[src/rtl/serial_pkg.sv]
// Shared constants for the serial shift-in receiver: FSM encoding, line idle
// levels and bit-counter width.
package serial_pkg;

  localparam int unsigned BITCNT_W = 8;

  localparam logic [1:0] ST_IDLE  = 2'd0;
  localparam logic [1:0] ST_SHIFT = 2'd1;
  localparam logic [1:0] ST_LATCH = 2'd2;

  localparam logic IDLE_S_CLK  = 1'b0;
  localparam logic IDLE_S_DAT  = 1'b0;
  localparam logic IDLE_S_PEN  = 1'b0;
  localparam logic IDLE_S_CLRN = 1'b1;

  function automatic logic [BITCNT_W-1:0] sat_inc(input logic [BITCNT_W-1:0] c);
    return (c == '1) ? c : c + 1'b1;
  endfunction

endpackage

[src/rtl/serial_shift_rx_if.sv]
// 4-wire serial frame lines plus the parallel result seen by the MIO bus.
interface serial_shift_rx_if #(
  parameter int unsigned WIDTH = 16
);
  import serial_pkg::*;

  logic                s_clk;
  logic                s_dat;
  logic                s_pen;
  logic                s_clrn;
  logic [WIDTH-1:0]    data_out;
  logic                data_valid;
  logic                frame_err;
  logic [BITCNT_W-1:0] bit_cnt;

  modport master (
    output s_clk, s_dat, s_pen, s_clrn,
    input  data_out, data_valid, frame_err, bit_cnt
  );

  modport slave (
    input  s_clk, s_dat, s_pen, s_clrn,
    output data_out, data_valid, frame_err, bit_cnt
  );

endinterface

[src/rtl/sync_edge_det.sv]
// N-stage synchroniser with a one-cycle rising-edge pulse on its output.
module sync_edge_det #(
  parameter int unsigned STAGES   = 2,
  parameter logic        IDLE_LVL = 1'b0
) (
  input  logic clk,
  input  logic rst,
  input  logic d,
  output logic q,
  output logic rise
);

  logic [STAGES-1:0] chain;
  logic              hist;

  always_ff @(posedge clk) begin
    if (rst) begin
      chain <= {STAGES{IDLE_LVL}};
      hist  <= IDLE_LVL;
    end else begin
      chain <= {chain[STAGES-2:0], d};
      hist  <= chain[STAGES-1];
    end
  end

  assign q    = chain[STAGES-1];
  assign rise = q & ~hist;

endmodule

[src/rtl/serial_shift_rx.sv]
// Oversampling deserialiser for the LED/7-seg shift-out protocol; presents the
// parallel word on the latch edge and flags frames with the wrong bit count.
module serial_shift_rx
  import serial_pkg::*;
#(
  parameter int unsigned WIDTH       = 16,
  parameter bit          MSB_FIRST   = 1'b1,
  parameter int unsigned SYNC_STAGES = 2
) (
  input  logic                clk,
  input  logic                rst,
  serial_shift_rx_if.slave    bus
);

  logic                   clk_s, clk_rise;
  logic                   pen_s, pen_rise;
  logic [SYNC_STAGES-1:0] dat_sync, clrn_sync;
  logic                   dat_s, clrn_s;

  logic [1:0]             state;
  logic [WIDTH-1:0]       shreg, sh_next;
  logic [BITCNT_W-1:0]    cnt, cnt_next;

  sync_edge_det #(.STAGES(SYNC_STAGES), .IDLE_LVL(IDLE_S_CLK)) u_clk_sync (
    .clk(clk), .rst(rst), .d(bus.s_clk), .q(clk_s), .rise(clk_rise)
  );

  sync_edge_det #(.STAGES(SYNC_STAGES), .IDLE_LVL(IDLE_S_PEN)) u_pen_sync (
    .clk(clk), .rst(rst), .d(bus.s_pen), .q(pen_s), .rise(pen_rise)
  );

  // Data and clear only need level synchronisation; data is tapped at the same
  // depth as s_clk so the sample coincides with the detected rise.
  always_ff @(posedge clk) begin
    if (rst) begin
      dat_sync  <= {SYNC_STAGES{IDLE_S_DAT}};
      clrn_sync <= {SYNC_STAGES{IDLE_S_CLRN}};
    end else begin
      dat_sync  <= {dat_sync[SYNC_STAGES-2:0], bus.s_dat};
      clrn_sync <= {clrn_sync[SYNC_STAGES-2:0], bus.s_clrn};
    end
  end

  assign dat_s  = dat_sync[SYNC_STAGES-1];
  assign clrn_s = clrn_sync[SYNC_STAGES-1];

  // The shift is resolved before the latch so a coincident s_clk/s_pen edge
  // latches the updated register and count.
  always_comb begin
    sh_next  = shreg;
    cnt_next = cnt;
    if (clk_rise) begin
      if (MSB_FIRST) sh_next = {shreg[WIDTH-2:0], dat_s};
      else           sh_next = {dat_s, shreg[WIDTH-1:1]};
      cnt_next = sat_inc(cnt);
    end
  end

  always_ff @(posedge clk) begin
    if (rst) begin
      state          <= ST_IDLE;
      shreg          <= '0;
      cnt            <= '0;
      bus.data_out   <= '0;
      bus.data_valid <= 1'b0;
      bus.frame_err  <= 1'b0;
    end else begin
      bus.data_valid <= 1'b0;
      if (!clrn_s) begin
        state <= ST_IDLE;
        shreg <= '0;
        cnt   <= '0;
      end else if (pen_rise && state != ST_LATCH) begin
        if (cnt_next == BITCNT_W'(WIDTH)) begin
          bus.data_out   <= sh_next;
          bus.data_valid <= 1'b1;
          bus.frame_err  <= 1'b0;
        end else begin
          bus.frame_err  <= 1'b1;
        end
        state <= ST_LATCH;
        shreg <= '0;
        cnt   <= '0;
      end else if (clk_rise) begin
        state <= ST_SHIFT;
        shreg <= sh_next;
        cnt   <= cnt_next;
      end else if (state == ST_LATCH) begin
        state <= ST_IDLE;
      end
    end
  end

  assign bus.bit_cnt = cnt;

endmodule

[src/flat_wrapper.sv]
// flat-port wrapper written by rule: the top's interface ports become plain ports
module serial_shift_rx_flat import serial_pkg::*;
#(
  parameter int unsigned WIDTH       = 16,
  parameter bit          MSB_FIRST   = 1'b1,
  parameter int unsigned SYNC_STAGES = 2
)
  (clk, rst, bus_s_clk, bus_s_dat, bus_s_pen, bus_s_clrn, bus_data_out, bus_data_valid, bus_frame_err, bus_bit_cnt);
  serial_shift_rx_if #(.WIDTH(WIDTH)) bus_i ();
  input  logic clk;
  input  logic rst;
  input wire logic [$bits(bus_i.s_clk)-1:0] bus_s_clk;
  input wire logic [$bits(bus_i.s_dat)-1:0] bus_s_dat;
  input wire logic [$bits(bus_i.s_pen)-1:0] bus_s_pen;
  input wire logic [$bits(bus_i.s_clrn)-1:0] bus_s_clrn;
  output wire logic [$bits(bus_i.data_out)-1:0] bus_data_out;
  output wire logic [$bits(bus_i.data_valid)-1:0] bus_data_valid;
  output wire logic [$bits(bus_i.frame_err)-1:0] bus_frame_err;
  output wire logic [$bits(bus_i.bit_cnt)-1:0] bus_bit_cnt;
  assign bus_i.s_clk = bus_s_clk;
  assign bus_i.s_dat = bus_s_dat;
  assign bus_i.s_pen = bus_s_pen;
  assign bus_i.s_clrn = bus_s_clrn;
  assign bus_data_out = bus_i.data_out;
  assign bus_data_valid = bus_i.data_valid;
  assign bus_frame_err = bus_i.frame_err;
  assign bus_bit_cnt = bus_i.bit_cnt;
  serial_shift_rx #(.WIDTH(WIDTH), .MSB_FIRST(MSB_FIRST), .SYNC_STAGES(SYNC_STAGES)) u_core (.clk(clk), .rst(rst), .bus(bus_i));
endmodule
[config.mk]
export PLATFORM = sky130hd
export DESIGN_NAME = serial_shift_rx_flat
export DESIGN_NICKNAME = d
export VERILOG_FILES = /design/src/rtl/serial_pkg.sv /design/src/rtl/serial_shift_rx_if.sv /design/src/rtl/sync_edge_det.sv /design/src/rtl/serial_shift_rx.sv /design/src/flat_wrapper.sv
export SDC_FILE = /design/constraint.sdc
export NUM_CORES = 1
export LEC_CHECK = 0
export CORE_AREA = 5 5 73 75
export DETAILED_ROUTE_END_ITERATION = 8
export DIE_AREA = 0 0 78 80
export MAX_ROUTING_LAYER = met4
export PLACE_DENSITY = 0.83
export SLEW_MARGIN = 0
export SYNTH_ARGS = -nofsm -noshare
export SYNTH_HDL_FRONTEND = slang
export SYNTH_SLANG_ARGS = --single-unit
[constraint.sdc]
create_clock -name clk -period 2.4 [get_ports clk]
set_clock_uncertainty 0.2 [all_clocks]
set_input_delay 0.24 -clock clk [delete_from_list [all_inputs] [get_ports clk]]
set_output_delay 0.24 -clock clk [all_outputs]
set_load 0.005 [all_outputs]
==> impl_results.md <==
- Status: complete, no violations
- Slew Limit Fails: 0
- Leakage: 0.997 nW
- Most frequent cell after synthesis: dfxtp_1
- Synthesized area: 0.00205 mm^2
- Worst vdd ir: 0.502 mV
- Initial antenna violation count: 0
- Die width: 78 um
- Startpoint Class: flop
- Core box area: 0.00460 mm^2
- Starting density of the core: 44.6%
- Initial DRT Pass Iterations: 4
- Yosys cell types: 39
- First-pass GRT wire length: 6750 um
- Area taken by multi-input logic gates: 890 um^2
- Sequential fraction of the synthesis area: 52.7%
- Port bufs: 31
- Type of the tightest min-delay check: reg -> reg
- Primary FF master, synth: dfxtp_1
- Post-synth EDFFs: 0
- # IOs: 32
- Max Clock Freq: 435 MHz
- Crit. End Element: flop
- Synthesized net count: 208
- Layout cells sized above 1: 12.8%
- Clk_lat worst skew: 0.31 ns
- Final Util: 55.5%
- CTS Buf Count: 5
- Post-route clock period utilization: 95.9%
- FFs w/ async S/R, synth: 0%
- Synth warn: 0
- Required @ worst endpoint: 2.43 ns
- Crit path time final: 2.30 ns
- Area grow syn2layout: 24.5%
- DP HPWL: 2650 um
- Worst-path clk slew: 0.10 ns
- Row count: 25
- Vias in the first global route: 1,453
- # H-tree levels: 2
- Syn Area/Cell: 10.2 um^2
- Crit Path Category: reg -> reg
- Vias per cell: 5.34
- Cells after Synth: 201
- Clock tree root buffer cell: clkbuf_8
- # setup viols final: 0
- Largest net degree at the start of global routing: 29
- Rel. slew slack: 75.3%
- Arrival @ worst endpoint: 2.33 ns
- Fillers: 410
- TritonCTS clock tree: done
- Routed vias: 1,542
- Maxcap violations: 0
- Post-CTS Setup Inserts: 0
- DR iter-0 viols: 108
- Worst-Margin Slew: 0.370 ns
- Ranking of synthesized cells by area: dfxtp_1 (53%), mux2i_1 (8.8%), a211oi_1 (6.2%)
- CTS Sinks: 54
- Critical path peak fanout: 8
- Storage cell area: 0.00108 mm^2
- GP Congestion: 0.871
- Die area: 0.00624 mm^2
- Synth top area share: 52.7%
- WL final: 4120 um
- GRT Residual Overflow: 0
- Nets: 241
- Final hold violations: 0
- Post-route ant nets: 0
- Dominant cell type by area after synthesis: dfxtp_1
- Clk buf depth: 2
- Antenna Cells: 0
- #FFs+latches synth: 54
- Die Span Y: 80 um
- Wire per inst: 14.3 um
- Post-route DRC: 0
- Post-Route Setup TNS: 0 ns
- WHS: 0.219 ns
- PnR Total Power: 1.61 mW
- Tot GR Track Use: 13.9%
- P per Cell Area: 631 mW/mm^2
- Top post-synthesis cells by count: dfxtp_1 (54), nor2_1 (25), a21oi_1 (18), mux2i_1 (18), a211oi_1 (17)
per-layer routing:
metal	GRT usage (%)	wire, um	vias to the layer above
li1	-	-	768
met3	4.85	223	6
met1	17.0	1960	730
met2	20.5	1870	38
met4	6.76	72	0
met5	-	0	-
final cells by class:
type	count	share of cell area, %
inverter	2	0.294
clock inverter	3	1.91
tap	54	2.65
timing repair buffer	41	15.2
sequential	54	42.4
multi-input combinational	130	34.9
clock buffer	5	2.70
timing repair:
| item | 4_1_cts | 5_1_grt |
|---|---|---|
| setup endpoints to repair | 1 | 16 |
| gates cloned | 0 | 1 |
| hold buffers | 0 | 0 |
| gates resized for setup | 1 | 8 |
| endpoints found under the hold margin | 0 | 0 |
| pin swaps | 0 | 1 |
worst paths after layout:
kind	start	end	slack [ns]	cells past startpoint
worst max register to register	u_core.bus.bit_cnt[0]	u_core.bus.data_out[15]	0.1	8
worst min-delay path	u_core.clrn_sync[0]	u_core.clrn_sync[1]	0.22	1
worst max-delay path	u_core.bus.bit_cnt[0]	u_core.bus.data_out[15]	0.1	8
worst min register to register	u_core.clrn_sync[0]	u_core.clrn_sync[1]	0.22	1
per-stage QoR:
step	setup WS [ns]	cell area, um^2	cells
4_1_cts	0.0255	2520	288
3_3_place_gp	0.161	2400	280
6_report	0.0987	2550	289
2_1_floorplan	0.0340	2050	201
3_5_place_dp	0.0868	2400	280
5_1_grt	-0.00174	2550	289
power by group:
| part | switching [mW] | leakage, nW | internal (mW) |
|---|---|---|---|
| Sequential | 0.00466 | 0.437 | 0.906 |
| Clock | 0.308 | 0.0563 | 0.318 |
| Combinational | 0.0405 | 0.504 | 0.0334 |
| Total | 0.354 | 0.997 | 1.26 |
sequential cells by signal (all words and copies together) (netlist names), 2 cells and up:
signal and count:
u_core.bus.bit_cnt 8, u_core.bus.data_out 16, u_core.clrn_sync 2, u_core.dat_sync 2, u_core.shreg 16, u_core.state 2
u_core.u_clk_sync.chain 2, u_core.u_pen_sync.chain 2
cells in the final DEF, fill, tap and decap left out, drive strengths merged, types with 3 or more instances in the layout:
| cell | n |
|---|---|
| dfxtp | 54 |
| nand3 | 4 |
| nor2 | 25 |
| inv | 3 |
| o21ai | 3 |
| mux2i | 18 |
| nand2b | 5 |
| a211oi | 17 |
| a21o | 3 |
| nor2b | 9 |
| clkdlybuf4s50 | 31 |
| buf | 9 |
| clkbuf | 6 |
| a21oi | 18 |
critical path, stage by stage (launching register included):
cell and delay, ns:
dfxtp_1 0.39, ha_4 0.17, nand2_2 0.08, or3_4 0.39, a221oi_2 0.24, and4_4 0.28
clkbuf_4 0.20, a21oi_1 0.08, a211oi_1 0.20
logic make-up after synthesis:
logic type	after synthesis	synth area share, %
simple gates	64	17.4
compound gates	45	14.4
flops	54	52.7
mux	18	8.79
fa+ha+maj	1	0.610
buf+inv	17	5.19
xor+xnor	2	0.855
Note: power is estimated with default switching activity, not from simulation.
